`src/rtl/ifid_skid_stage.sv`:
```
// IF/ID pipeline register with valid/ready handshake, optional skid entry,
// flush-to-NOP and a global step enable.
module ifid_skid_stage #(
    parameter int unsigned       DATA_W   = 32,
    parameter int unsigned       PC_W     = 32,
    parameter logic [DATA_W-1:0] NOP_WORD = DATA_W'(32'hF800_0000),
    parameter bit                SKID     = 1'b1
) (
    input  logic              CLK,
    input  logic              RESET_N,
    input  logic              ENABLE,
    input  logic              I_FLUSH,
    input  logic              I_VALID,
    input  logic [DATA_W-1:0] I_INSTRUCTION,
    input  logic [PC_W-1:0]   I_PC,
    output logic              O_READY,
    output logic              O_VALID,
    output logic [DATA_W-1:0] O_INSTRUCTION,
    output logic [PC_W-1:0]   O_PC,
    input  logic              I_READY,
    output logic [1:0]        O_COUNT
);

    // Encoding doubles as the occupancy count.
    typedef enum logic [1:0] {
        ST_EMPTY = 2'd0,
        ST_FULL  = 2'd1,
        ST_SKID  = 2'd2
    } state_t;

    state_t            state_q, state_d;
    logic              valid_q, valid_d;
    logic [DATA_W-1:0] main_ins_q, main_ins_d;
    logic [PC_W-1:0]   main_pc_q, main_pc_d;
    logic [DATA_W-1:0] skid_ins_q, skid_ins_d;
    logic [PC_W-1:0]   skid_pc_q, skid_pc_d;
    logic              ready_s;
    logic              push_s;
    logic              pop_s;

    // Ready: from state only with a skid entry, else passes I_READY through.
    always_comb begin
        ready_s = 1'b0;
        if (SKID) begin
            ready_s = (state_q != ST_SKID);
        end else begin
            ready_s = !valid_q || I_READY;
        end
    end

    assign push_s = ENABLE && I_VALID && ready_s;
    assign pop_s  = ENABLE && valid_q && I_READY;

    // Next-state and datapath; an empty main entry always holds the bubble.
    always_comb begin
        state_d    = state_q;
        main_ins_d = main_ins_q;
        main_pc_d  = main_pc_q;
        skid_ins_d = skid_ins_q;
        skid_pc_d  = skid_pc_q;
        if (!ENABLE) begin
            state_d = state_q;
        end else if (I_FLUSH) begin
            state_d    = ST_EMPTY;
            main_ins_d = NOP_WORD;
            main_pc_d  = {PC_W{1'b0}};
            skid_ins_d = NOP_WORD;
            skid_pc_d  = {PC_W{1'b0}};
        end else begin
            case (state_q)
                ST_EMPTY: begin
                    if (push_s) begin
                        state_d    = ST_FULL;
                        main_ins_d = I_INSTRUCTION;
                        main_pc_d  = I_PC;
                    end else begin
                        state_d = ST_EMPTY;
                    end
                end
                ST_FULL: begin
                    if (push_s && pop_s) begin
                        main_ins_d = I_INSTRUCTION;
                        main_pc_d  = I_PC;
                    end else if (push_s) begin
                        if (SKID) begin
                            state_d    = ST_SKID;
                            skid_ins_d = I_INSTRUCTION;
                            skid_pc_d  = I_PC;
                        end else begin
                            main_ins_d = I_INSTRUCTION;
                            main_pc_d  = I_PC;
                        end
                    end else if (pop_s) begin
                        state_d    = ST_EMPTY;
                        main_ins_d = NOP_WORD;
                        main_pc_d  = {PC_W{1'b0}};
                    end else begin
                        state_d = ST_FULL;
                    end
                end
                ST_SKID: begin
                    if (pop_s) begin
                        state_d    = ST_FULL;
                        main_ins_d = skid_ins_q;
                        main_pc_d  = skid_pc_q;
                        skid_ins_d = NOP_WORD;
                        skid_pc_d  = {PC_W{1'b0}};
                    end else begin
                        state_d = ST_SKID;
                    end
                end
                default: begin
                    state_d    = ST_EMPTY;
                    main_ins_d = NOP_WORD;
                    main_pc_d  = {PC_W{1'b0}};
                    skid_ins_d = NOP_WORD;
                    skid_pc_d  = {PC_W{1'b0}};
                end
            endcase
        end
        valid_d = (state_d != ST_EMPTY);
    end

    // State and data registers.
    always_ff @(posedge CLK or negedge RESET_N) begin
        if (!RESET_N) begin
            state_q    <= ST_EMPTY;
            valid_q    <= 1'b0;
            main_ins_q <= NOP_WORD;
            main_pc_q  <= {PC_W{1'b0}};
            skid_ins_q <= NOP_WORD;
            skid_pc_q  <= {PC_W{1'b0}};
        end else begin
            state_q    <= state_d;
            valid_q    <= valid_d;
            main_ins_q <= main_ins_d;
            main_pc_q  <= main_pc_d;
            skid_ins_q <= skid_ins_d;
            skid_pc_q  <= skid_pc_d;
        end
    end

    assign O_READY       = ready_s;
    assign O_VALID       = valid_q;
    assign O_INSTRUCTION = main_ins_q;
    assign O_PC          = main_pc_q;
    assign O_COUNT       = state_q;

endmodule

```
`config.mk`:
```
export PLATFORM = sky130hd
export DESIGN_NAME = ifid_skid_stage
export DESIGN_NICKNAME = d
export VERILOG_FILES = /design/src/rtl/ifid_skid_stage.sv
export SDC_FILE = /design/constraint.sdc
export NUM_CORES = 1
export LEC_CHECK = 0
export ABC_AREA = 1
export BUFFER_PORTS_ARGS = -buffer_cell sky130_fd_sc_hd__buf_2
export CORE_AREA = 2 2 123 125
export DETAILED_ROUTE_END_ITERATION = 7
export DIE_AREA = 0 0 125 127
export GPL_ROUTABILITY_DRIVEN = 1
export PLACE_DENSITY = 0.72
export SLEW_MARGIN = 0
export SYNTH_ARGS = -nofsm -noshare
export SYNTH_HDL_FRONTEND = slang
export SYNTH_SLANG_ARGS = --single-unit
```
`constraint.sdc`:
```
create_clock -name CLK -period 3.55 [get_ports CLK]
set_input_delay 0.1775 -clock CLK [delete_from_list [all_inputs] [get_ports CLK]]
set_output_delay 0.1775 -clock CLK [all_outputs]
set_load 0.005 [all_outputs]
```
# Yosys cells after proc, flatten, opt, wreduce, memory -nomap -nowiden
# Index checks and enable logic that the tools add are counted.
[op_classes]
n_reduce_logical = 9
mux = 28
eq_ne = 10
[op_table]
columns = ["cell", "count"]
rows = [
  ["$mux W32", 16],
  ["$pmux W32 S3", 4],
  ["$ne A3 B3 Y1 const B", 4],
  ["$mux W2", 5],
  ["$reduce_and A5 Y1", 2],
  ["$ne A4 B4 Y1 const B", 2],
  ["$pmux W2 S3", 1],
  ["$logic_and A1 B1 Y1", 5],
  ["$ne A2 B2 Y1 const B", 2],
  ["$eq A2 B1 Y1 const B", 1],
  ["$eq A2 B2 Y1 const B", 1],
  ["$logic_not A2 Y1", 1],
  ["$mux W1", 2],
  ["$reduce_bool A2 Y1", 1],
]
[totals]
wordCells = 53
register_bits = 131
input_bits = 70

# Depth between registers and ports, before layout
# Gate-level depths: netlist (run 1).
[logic_depth]
depth_word = 9
depth_mapped = 10
mapped_depth_nobuf = 8

# Worst setup path before layout (run 1)
# OpenSTA, ideal clock, no wires.
[synth_path]
kind = "reg-to-reg"
from = "reg state_q[0] (netlist: O_COUNT[0])"
to = "reg main_pc_q[28] (netlist: O_PC[28])"
setup_time_ps = 65
required_ps = 3485
n_path_buf = 3
stages_incl_launch_ff = 11
period_less_slack_ps = 1499
path_slack_ps = 2051
t_arrival_ps = 1434
path_cell_list = "dfrtp_1 > buf_2 > nor2_4 > inv_1 > buf_4 > clkbuf_1 > o21ai_0 > inv_1 > nand2_1 > nand3_1 > nand2_1"
[synth_between]
elab_chain_cells = 6
word_cells_on_any_way = 14
cone_classes = "7 x eq/ne; 3 x mux; 4 x reduce/logical"
[synth_rtl]
columns = ["item", "line_no", "rtl"]
rows = [
  ["start: declaration", "31", "state_t state_q, state_d;"],
  ["start signal: assignment", "134", "state_q <= state_d;"],
  ["$ne A2 B2 Y1", "45", "ready_s = (state_q != ST_SKID);"],
  ["$logic_and A1 B1 Y1", "51", "assign push_s = ENABLE && I_VALID && ready_s;"],
  ["$logic_and A1 B1 Y1", "81", "if (push_s && pop_s) begin"],
  ["$mux W32", "81", ""],
  ["$pmux W32 S3", "70", "case (state_q)"],
  ["$mux W32", "63", "end else if (I_FLUSH) begin"],
  ["end signal: assignment", "130", "main_pc_q <= {PC_W{1'b0}};"],
  ["end signal: assignment", "137", "main_pc_q <= main_pc_d;"],
  ["end: declaration", "34", "logic [PC_W-1:0] main_pc_q, main_pc_d;"],
]
# Several ways; a longest one is shown, not always the timed one.
# A chain may end at the register's enable or synchronous reset.

# Final worst setup path (run 1)
[layout_path]
from = "reg state_q[0] (netlist: O_COUNT[0])"
to = "reg valid_q (netlist: O_VALID)"
[layout_between]
elab_chain_cells = 8
word_cells_on_any_way = 13
cone_classes = "3 x eq/ne; 6 x mux; 4 x reduce/logical"
[layout_rtl]
columns = ["item", "line_no", "rtl"]
rows = [
  ["$ne A2 B2 Y1", "45", ""],
  ["$logic_and A1 B1 Y1", "51", ""],
  ["$mux W2 or $logic_and A1 B1 Y1 (tied branches)", "84, 81", ""],
  ["$mux W2", "81", ""],
  ["$pmux W2 S3", "70", ""],
  ["$mux W2", "63", ""],
  ["$mux W2 (*)", "61", "if (!ENABLE) begin"],
  ["$reduce_bool A2 Y1 (*)", "121", "valid_d = (state_d != ST_EMPTY);"],
  ["named net valid_d", "32", "logic valid_q, valid_d;"],
  ["end signal: assignment", "135", "valid_q <= valid_d;"],
  ["end: declaration", "32", ""],
]
# Mark *: on every way through the listed nets, which the timed path passes. The rest lies on a longest branch.

==> results of run 1 <==
cells by family (layout without fill, tap and decap cells):
| kind of cell | Yosys count | after routing | synth area share, % |
|---|---|---|---|
| and+or+nand+nor | 605 | 605 | 33.74 |
| buffers and inverters | 190 | 305 | 11.50 |
| DFF | 131 | 131 | 46.19 |
| AOI/OAI and AO/OA | 122 | 122 | 8.570 |
through the flow:
| stage | std cells | hold WS (ns) | power [mW] |
|---|---|---|---|
| CTS | 1347 | 0.03981 | 5.020 |
| finish | 1347 | 0.04362 | 4.991 |
| detailed placement | 1314 | 0.3826 | 2.845 |
| floorplan | 1048 | -0.1181 | 2.483 |
| global route | 1347 | 0.05431 | 5.268 |
| global placement | 1314 | 0.3839 | 2.832 |
state kept, by name (all words and copies together) (netlist names):
| signal | count |
|---|---|
| O_VALID | 1 |
| skid_ins_q | 32 |
| O_COUNT | 2 |
| skid_pc_q | 32 |
| O_INSTRUCTION | 32 |
| O_PC | 32 |
final cells by class:
| type | instances | area (um2) |
|---|---|---|
| Clock inverter | 13 | 277.8 |
| Sequential cell | 131 | 3291 |
| Multi-Input combinational cell | 727 | 3042 |
| Timing Repair Buffer | 148 | 802.0 |
| Tap cell | 184 | 230.2 |
| Fill cell | 1387 | 5858 |
| Inverter | 125 | 470.5 |
| Clock buffer | 19 | 452.9 |
cells in the final DEF (no fill, tap or decap), types with 2 or more instances in the layout:
| cell type | instances |
|---|---|
| nand3_1 | 72 |
| inv_2 | 2 |
| clkinv_4 | 2 |
| inv_1 | 121 |
| bufinv_16 | 8 |
| nand2_1 | 453 |
| clkinvlp_4 | 2 |
| nor2_4 | 4 |
| o21ai_1 | 35 |
| nor2_1 | 66 |
| buf_2 | 136 |
| clkinv_2 | 2 |
| dfrtp_1 | 121 |
| clkbuf_16 | 17 |
| o21ai_0 | 86 |
| clkbuf_8 | 2 |
| dfstp_2 | 10 |
| buf_4 | 8 |
| nand4_1 | 7 |
| buf_12 | 2 |
path summary, 6_finish.rpt:
| check | startpoint | slack, ns | end |
|---|---|---|---|
| max in group asynchronous | RESET_N | 2.15 | skid_ins_q[0] |
| min | I_INSTRUCTION[28] | 0.04 | skid_ins_q[28] |
| min reg2reg | O_INSTRUCTION[28] | 0.46 | O_INSTRUCTION[28] |
| max reg2reg | O_COUNT[0] | 1.20 | O_VALID |
| min in group asynchronous | RESET_N | 0.46 | skid_pc_q[8] |
| max | O_COUNT[0] | 1.20 | O_VALID |
metal layers:
metal | track usage [%] | vias up
met5 | 0 | -
met4 | 7.843 | 0
met2 | 38.43 | 185
met1 | 32.76 | 3098
met3 | 4.439 | 27
li1 | - | 3403
report_power, final:
group	internal, mW	switching [mW]	total, mW
registers	1.72	0.118	1.84
logic	0.339	0.643	0.981
clock network	1.50	0.677	2.17
what timing repair did:
action	in CTS	in global routing
hold buffers	1	0
hold endpoints to repair	95	0
buffers inserted	0	0
critical path: stages, from the launching register on:
cell and delay (ns):
dfrtp_1 0.53, nor2_4 0.22, clkinv_1 0.47, buf_4 0.46, nand2_1 0.14, nor2_1 0.05, o21ai_0 0.23, nand3_1 0.11
==> impl_results.md, run 1 <==
* Initial antenna violation count at 0
* Max Slew Vio Count at 0
* Synth Cell Area at 7124 um2
* Clock Pin Slew Worst Setup and Hold Paths at 0.06 ns
* Finished Cell Area at 8566 um2
* Post_cts resized at 0
* Average size of a mapped cell at 6.798 um2
* Hold path depth at 3
* Die height at 127 um
* Max Cap Viol at 0
* Minimum clock period at 2.351 ns
* EDFF count, synth at 0
* Routed Antenna Nets at 0
* Setup WS pre-CTS at 1.200 ns
* Syn. warnings at 0
* Number of global-route vias before repair at 6372
* Dominant cells by area after synthesis: dfrtp_1 (43%), nand2_1 (24%), inv_1 (6.5%)
* Antenna cells at 0
* Top routing layer in use: met4
* FFs w/ async S/R, synth at 100.0%
* CTS buffer count at 17
* Pwr dens at 582.7 nW/um2
* I/O pin cnt at 138
* Routed wl met3 at 848 um
* Fin. Hold Viols at 0
* Met2 Wirelength at 8206 um
* CP Class: flop to flop
* Clock tree root buffer cell: clkbuf_16
* Synth cell count leaders: nand2_1 (454), inv_1 (123), dfrtp_1 (121)
* Period utilization at 66.22%
* TNS Setup at 0 ns
* Register area share after synthesis at 46.19%
* Cell type with the highest aggregate area in the netlist: dfrtp_1
* Die width at 125 um
* Seq cells post-synth at 131
* Post-Synthesis Net Count at 1118
* WL/cell at 13.21 um
* Leakage Power at 4.731 nW
* Startpoint Class: flop
* FF-to-FF path depth at 7
* Clock Path Buffers at 2
* Peak VDD IR at 0.3483 mV
* H-tree Lvls at 4
* Status: complete, no violations
* DRC viols at 0
* Iter 0 DRT Violations at 615
* PortBufs at 137
* Post-synth top area share at 42.50%
* # setup viols final at 0
* CORE AREA at 14420 um2
* Starting density of the core at 49.39%
* RSZ-0062 raised after global routing: no
* Final WS setup at 1.199 ns
* Crit end category: flop
* Count leader, synth: nand2_1
* Layout Nets at 1220
* Critical path required time at 3.85 ns
* Via count at 6713
* Vias per inst at 4.984
* Area Overhead vs Synth at 20.23%
* Gr usage total at 23.81%
* Fin util at 59.39%
* Full die area at 15880 um2
* Post-synthesis cell count at 1048
* Remaining global-route overflow at 0
* First-pass GRT wire length at 30940 um
* Worst Hold Class: primary input to flop
* CTS tree: yes
* Row count at 44
* Clock skew at 0.005048 ns
* Dominant register cell in the synthesized netlist: dfrtp_1
* Routability cong. at 0.8126
* Share of layout cells above drive strength 1 at 17.11%
* Dpl hpwl at 10520 um
* Highest clock rate at 0.4254 GHz
* 1st-pass router iterations at 5
* Post-DP Area at 7825 um2
* CP max FO at 40
* WL met1 at 8393 um
* Unique cell type count in the Yosys netlist at 17
* Clk_lat worst skew at 0.42 ns
* Slew @ Worst Pin at 0.9724 ns
* Routed WL at 17790 um
* Rel. slew slack at 34.94%
* Largest net degree at the start of global routing at 107
* Clock tree sinks at 131
* CP Data Arrival Time at 2.65 ns
No activity file was read; power rests on OpenSTA's default activity.
==> run 2, diff against run 1 <==
--- a/config.mk
+++ b/config.mk
@@ -11,7 +11,7 @@
 export DETAILED_ROUTE_END_ITERATION = 7
 export DIE_AREA = 0 0 125 127
 export GPL_ROUTABILITY_DRIVEN = 1
-export PLACE_DENSITY = 0.72
+export PLACE_DENSITY = 0.75
 export SLEW_MARGIN = 0
 export SYNTH_ARGS = -nofsm -noshare
 export SYNTH_HDL_FRONTEND = slang
==> constraint.sdc (replaced) <==
create_clock -name CLK -period 2.15 [get_ports CLK]
set_input_delay 0.1075 -clock CLK [delete_from_list [all_inputs] [get_ports CLK]]
set_output_delay 0.1075 -clock CLK [all_outputs]
set_load 0.005 [all_outputs]
==> impl_results.md, run 2 (synthesis gave the netlist of run 1 again) <==
* Die height at 127 um (unchanged)
* PortBufs at 137 (unchanged)
* Vias per inst at 4.940 (-0.88%)
* Gr usage total at 23.04% (-0.78 points)
* Min Hold Slack at 0.03833 ns (-0.005290 ns)
* Slew @ Worst Pin at 0.9121 ns (-0.06034 ns)
* Post-CTS Setup Bufs at 0 (unchanged)
* Startpoint Class: flop
* Iter 0 DRT Violations at 494 (-20%)
* WL/cell at 12.97 um (-1.9%)
* Rel. slew slack at 39.20% (+4.3 points)
* Post_cts resized at 0 (unchanged)
* RSZ-0062 raised after global routing: no
* Filler cell count at 1363 (-1.7%)
* Layout Nets at 1233 (+1.1%)
* Dpl hpwl at 10780 um (+2.4%)
* Slowest stage cell on the critical path: dfrtp_1
* Clk_lat worst skew at 0.42 ns (about the same)
* Pwr dens at 876.7 nW/um2 (+50%)
* Commonest non-fill, non-tap cell in the layout: nand2_1
* Clock skew at 0.005421 ns (+0.0003740 ns)
* Routability cong. at 0.8374 (+3.1%)
* Worst Hold Class: primary input to flop
* Met2 Track Usage GR at 38.40% (about the same)
* Routed WL at 17630 um (-0.90%)
* Starting density of the core at 49.39% (unchanged)
* Status: complete, no violations
* CP max FO at 44 (+10%)
* CP bufs+invs at 2 (unchanged)
* Crit path max-delay family: simple AND/OR/NAND/NOR gates
* Leakage Power at 4.743 nW (+0.25%)
* GR Util met1 at 30.31% (-2.4 points)
* Full die area at 15880 um2 (unchanged)
* Max Cap Viol at 0 (unchanged)
* Critical path required time at 2.51 ns (-1.34 ns)
* CTS buffer count at 17 (unchanged)
* Max Slew Vio Count at 0 (unchanged)
* Hold endpoint: skid_pc_q[3]
* CP Class: flop to flop
* Number of global-route vias before repair at 6158 (-3.4%)
* CP Data Arrival Time at 2.22 ns (-0.43 ns)
* Placed cell count at 1322 (+0.61%)
* Clock tree root buffer cell: clkbuf_16
* H-tree Lvls at 4 (unchanged)
* CTS tree: yes
* Largest net degree at the start of global routing at 85 (-21%)
* Post-DP Area at 7935 um2 (+1.4%)
* Finished Cell Area at 8567 um2 (about the same)
* Minimum clock period at 1.862 ns (-0.4891 ns)
* # setup viols final at 0 (unchanged)
* Peak VDD IR at 0.5841 mV (+68%)
* Clock Pin Slew Worst Setup and Hold Paths at 0.06 ns (about the same)
* Fin. Hold Viols at 0 (unchanged)
* Layout Cells excl Fill at 1360 (+0.97%)
* Routed Antenna Nets at 0 (unchanged)
* HP Start: I_PC[3]
* Most frequent cells in the layout: nand2_1 (453), buf_2 (136), dfrtp_1 (121), inv_1 (121), o21ai_0 (86)
* Via count at 6718 (+0.074%)
* Period utilization at 86.58% (+20 points)
* Die width at 125 um (unchanged)
* CORE AREA at 14420 um2 (unchanged)
* Antenna cells at 0 (unchanged)
* GR peak layer: met2
* Area Overhead vs Synth at 20.25% (about the same)
* Reg-to-reg startpoint: O_COUNT[1]
* R2r endpoint: O_PC[29]
* CP peak stage delay at 0.47 ns (-0.06 ns)
* Crit end category: flop
* First-pass GRT wire length at 29770 um (-3.8%)
* Share of layout cells above drive strength 1 at 17.26% (+0.15 points)
* Clock Path Buffers at 2 (unchanged)
* Initial antenna violation count at 1 (+1)
* 1st-pass router iterations at 5 (unchanged)
* Met3 Use GR at 5.360% (+0.92 points)
* Hold path depth at 5 (+2)
* Critical-path cell list: inv_2 > nor2_4 > nand3_1 > nand2_1 > nor2_4 > buf_4 > nand3_1 > nand2_1
* I/O pin cnt at 138 (unchanged)
* FF-to-FF path depth at 8 (+1)
* Clock tree sinks at 131 (unchanged)
* Highest clock rate at 0.5372 GHz (+26%)
* Row count at 44 (unchanged)
* Remaining global-route overflow at 0 (unchanged)
* FF-to-FF setup slack at 0.29 ns (-0.91 ns)
* TNS Setup at 0 ns (unchanged)
* DRC viols at 0 (unchanged)
## run 2: how the worst max path moves through the flow
| stage | slack (ns) | depth (start not counted) | endpoint | from |
|---|---|---|---|---|
| after detailed placement | 0.31 | 8 | O_PC[4] | O_COUNT[1] |
| final | 0.29 | 8 | O_PC[29] | O_COUNT[1] |
| after global placement | 0.36 | 8 | O_INSTRUCTION[6] | O_COUNT[1] |
| after global routing | 0.08 | 8 | O_INSTRUCTION[24] | O_COUNT[1] |
| after CTS | 0.30 | 8 | O_PC[4] | O_COUNT[1] |
| after floorplan | 0.65 | 10 | O_PC[28] | O_COUNT[0] |
## run 2: timing repair
action	in CTS	in global routing
hold buffers	6	0
endpoints found under the hold margin	49	0
endpoints found under the setup margin	0	0
## run 2: cell type report
cell class | count | area [um2] | area share (%)
Tap cell | 184 | 230.2 | 2.687
Inverter | 125 | 470.5 | 5.491
Timing Repair Buffer | 161 | 962.2 | 11.23
Clock buffer | 28 | 526.8 | 6.149
Clock inverter | 4 | 45.04 | 0.5258
Multi-Input combinational cell | 727 | 3042 | 35.50
Sequential cell | 131 | 3291 | 38.41
## run 2: per-layer routing
metal / up-vias / share of wire, %
met5: - / 0.074
met4: 2 / 1.4
met3: 21 / 4.9
met2: 170 / 48
met1: 3088 / 46
li1: 3437 / -
## run 2: power breakdown
| part | switching [mW] | total (mW) | leakage [nW] | internal [mW] |
|---|---|---|---|---|
| sequential | 0.194 | 3.03 | 1.75 | 2.84 |
| combinational | 1.07 | 1.68 | 2.71 | 0.607 |
| clock | 1.03 | 2.80 | 0.284 | 1.77 |
| total | 2.29 | 7.51 | 4.74 | 5.22 |
## run 2: metrics by stage
step                      worst slack [ns]  total power, mW  utilization, %
after floorplan                     0.6514            4.099               -
after global placement              0.3596            4.723           55.01
after detailed placement            0.3105            4.748           55.01
after CTS                           0.2960            7.579           59.39
after global routing               0.07918            7.952           59.39
final                               0.2884            7.511           59.39
## run 2: worst min-delay path, delay by kind of cell
kind,cells,cell delay [ns]
buf+inv,2,0.15
simple gates,2,0.10
compound gates,1,0.06
==> run 3, diff against run 2 <==
--- a/config.mk
+++ b/config.mk
@@ -12,6 +12,8 @@
 export DIE_AREA = 0 0 125 127
 export GPL_ROUTABILITY_DRIVEN = 1
 export PLACE_DENSITY = 0.75
+export RECOVER_POWER = 100
+export SETUP_SLACK_MARGIN = 0.5
 export SLEW_MARGIN = 0
 export SYNTH_ARGS = -nofsm -noshare
 export SYNTH_HDL_FRONTEND = slang
==> impl_results.md, run 3 (synthesis gave the netlist of run 1 again) <==
* Status: complete, no violations
* Max Cap Viol at 0 (unchanged)
* Clock Path Buffers at 2 (unchanged)
* Dpl hpwl at 10780 um (unchanged)
* Minimum clock period at 1.774 ns (-0.08755 ns)
* CP max FO at 39 (-11%)
* Most frequent cells in the layout: nand2_1 (453), dfrtp_1 (121), inv_1 (121)
* Commonest non-fill, non-tap cell in the layout: nand2_1
* Part of the power in registers at 39.5% (-0.9 points)
* I/O pin cnt at 138 (unchanged)
* Clock tree sinks at 131 (unchanged)
* CP bufs+invs at 2 (unchanged)
* Share of layout cells above drive strength 1 at 16.42% (-0.85 points)
* # setup viols final at 0 (unchanged)
* Clock tree root buffer cell: clkbuf_16
* Remaining global-route overflow at 0 (unchanged)
* Leakage Power at 4.781 nW (+0.81%)
* Crit end category: flop
* H-tree Lvls at 4 (unchanged)
* Clock Pin Slew Worst Setup and Hold Paths at 0.05 ns (about the same)
* Iter 0 DRT Violations at 480 (-2.8%)
* Clk pwr share at 36.6% (-0.7 points)
* WL/cell at 14.08 um (+8.6%)
* Largest net degree at the start of global routing at 85 (unchanged)
* Slew @ Worst Pin at 1.023 ns (+0.1112 ns)
* Filler cell count at 1350 (-0.95%)
* CORE AREA at 14420 um2 (unchanged)
* First-pass GRT wire length at 29860 um (+0.28%)
* Routability cong. at 0.8374 (unchanged)
* Highest clock rate at 0.5637 GHz (+4.9%)
* DRC viols at 0 (unchanged)
* CP Capture Point: skid_pc_q[11]
* Final WS setup at 0.3760 ns (+0.08755 ns)
* Full die area at 15880 um2 (unchanged)
* Starting density of the core at 49.39% (unchanged)
* Initial antenna violation count at 1 (unchanged)
* FF-to-FF path depth at 7 (-1)
* FF-to-FF setup slack at 0.38 ns (+0.09 ns)
* Number of global-route vias before repair at 6177 (+0.31%)
* Rel. slew slack at 31.78% (-7.4 points)
* Critical path required time at 2.47 ns (-0.04 ns)
* Critical-path cell list: clkinv_4 > nor2_4 > nand3_4 > nand3_1 > buf_16 > nand2_1 > o21ai_0
* Post-DP Area at 7935 um2 (unchanged)
* Die width at 125 um (unchanged)
* Pwr dens at 873.4 nW/um2 (-0.38%)
* Gr usage total at 23.13% (+0.091 points)
* CTS tree: yes
* Area occupied by multi-input gates at 3038 um2 (-0.12%)
* Peak VDD IR at 0.5911 mV (+1.2%)
* PortBufs at 137 (unchanged)
* Worst Hold Class: primary input to flop
* CTS buffer count at 17 (unchanged)
* Area Overhead vs Synth at 23.34%
* Startpoint Class: flop
* Fin util at 60.92% (+1.5 points)
* Max Slew Vio Count at 0 (unchanged)
* Fin. Hold Viols at 0 (unchanged)
* Layout Nets at 1251 (+1.5%)
* Worst path depth at 7 (-1)
* Reg-to-reg startpoint: O_COUNT[1]
* Internal power at 5.294 mW (+1.5%)
* Net Switching at 2.381 mW (+3.7%)
* CP startpoint: O_COUNT[1]
* CP Data Arrival Time at 2.09 ns (-0.13 ns)
* 1st-pass router iterations at 6 (+1)
* Finished Cell Area at 8787 um2 (+2.6%)
* Row count at 44 (unchanged)
* Vias per inst at 5.044 (+2.1%)
* Clock skew at 0.006231 ns (+0.0008100 ns)
* Net Sw Frac at 31.02% (+0.47 points)
* CP Class: flop to flop
* Slowest stage cell on the critical path: dfrtp_1
* Routed Antenna Nets at 0 (unchanged)
* Setup WS pre-CTS at 0.3105 ns (unchanged)
* Period utilization at 82.51% (-4.1 points)
* Comb pwr share at 23.9% (+1.6 points)
* RSZ-0062 raised after global routing: yes
* Routed WL at 19400 um (+10%)
* Crit path max-delay family: simple AND/OR/NAND/NOR gates
* Via count at 6950 (+3.5%)
* R2r endpoint: skid_pc_q[11]
* CP peak stage delay at 0.48 ns (about the same)
* Antenna cells at 0 (unchanged)
* Sequential cell area at 3291 um2 (unchanged)
* TNS Setup at 0 ns (unchanged)
* Die height at 127 um (unchanged)
* Clk_lat worst skew at 0.43 ns (about the same)
==> run 3: metal layers <==
layer / vias to the layer above / global-route usage (%) / share of wire (%)
met5: - / 0 / 0.082
met4: 2 / 6.601 / 1.5
met3: 25 / 5.360 / 5.7
met2: 230 / 38.78 / 48
met1: 3219 / 30.31 / 44
li1: 3474 / - / -
==> run 3: worst min path at each step <==
stage,start,slack (ns),cells after the start,to
floorplan,RESET_N,-0.19,0,O_COUNT[0]
global placement,RESET_N,0.11,1,skid_ins_q[6]
CTS,I_INSTRUCTION[15],0.02,5,skid_ins_q[15]
finish,I_PC[8],0.05,5,skid_pc_q[8]
global route,I_INSTRUCTION[24],0.06,5,skid_ins_q[24]
detailed placement,RESET_N,0.11,1,skid_ins_q[6]
==> run 3: layout make-up <==
cell class / count / area share [%]
multi-input combinational: 727 / 34.57
timing repair buffer: 179 / 13.44
clock buffer: 28 / 5.995
sequential: 131 / 37.45
clock inverter: 4 / 0.5126
tap: 184 / 2.620
inverter: 125 / 5.411
==> run 3: worst min-delay path, cell delays in order <==
cell and delay, ns:
buf_2 0.10, inv_1 0.06, nor2_1 0.05, nand2_1 0.04, o21ai_0 0.07
==> run 3: power groups by stage <==
stage,Sequential [mW],Combinational (mW),Clock [mW]
floorplan,3.06,1.03,0
detailed placement,3.07,1.68,0
finish,3.03,1.83,2.81
global placement,3.07,1.66,0
CTS,3.04,1.72,2.85
global route,3.07,2.06,2.96
==> run 3: per-stage QoR <==
step           hold slack (ns)  total power, mW  cells
2_1_floorplan          -0.1881            4.099   1048
3_3_place_gp            0.1091            4.723   1322
3_5_place_dp            0.1100            4.748   1322
4_1_cts                0.02452            7.602   1360
5_1_grt                0.05837            8.095   1378
6_report               0.04601            7.675   1378
==> run 3: what timing repair did <==
item                                    CTS  global route
endpoints found under the hold margin    49             0
endpoints found under the setup margin   66           102
resized for setup                        10            18
hold buffers                              6             0
gates cloned                              0             7
pin swaps                                 0             4
buffers inserted                          0            11
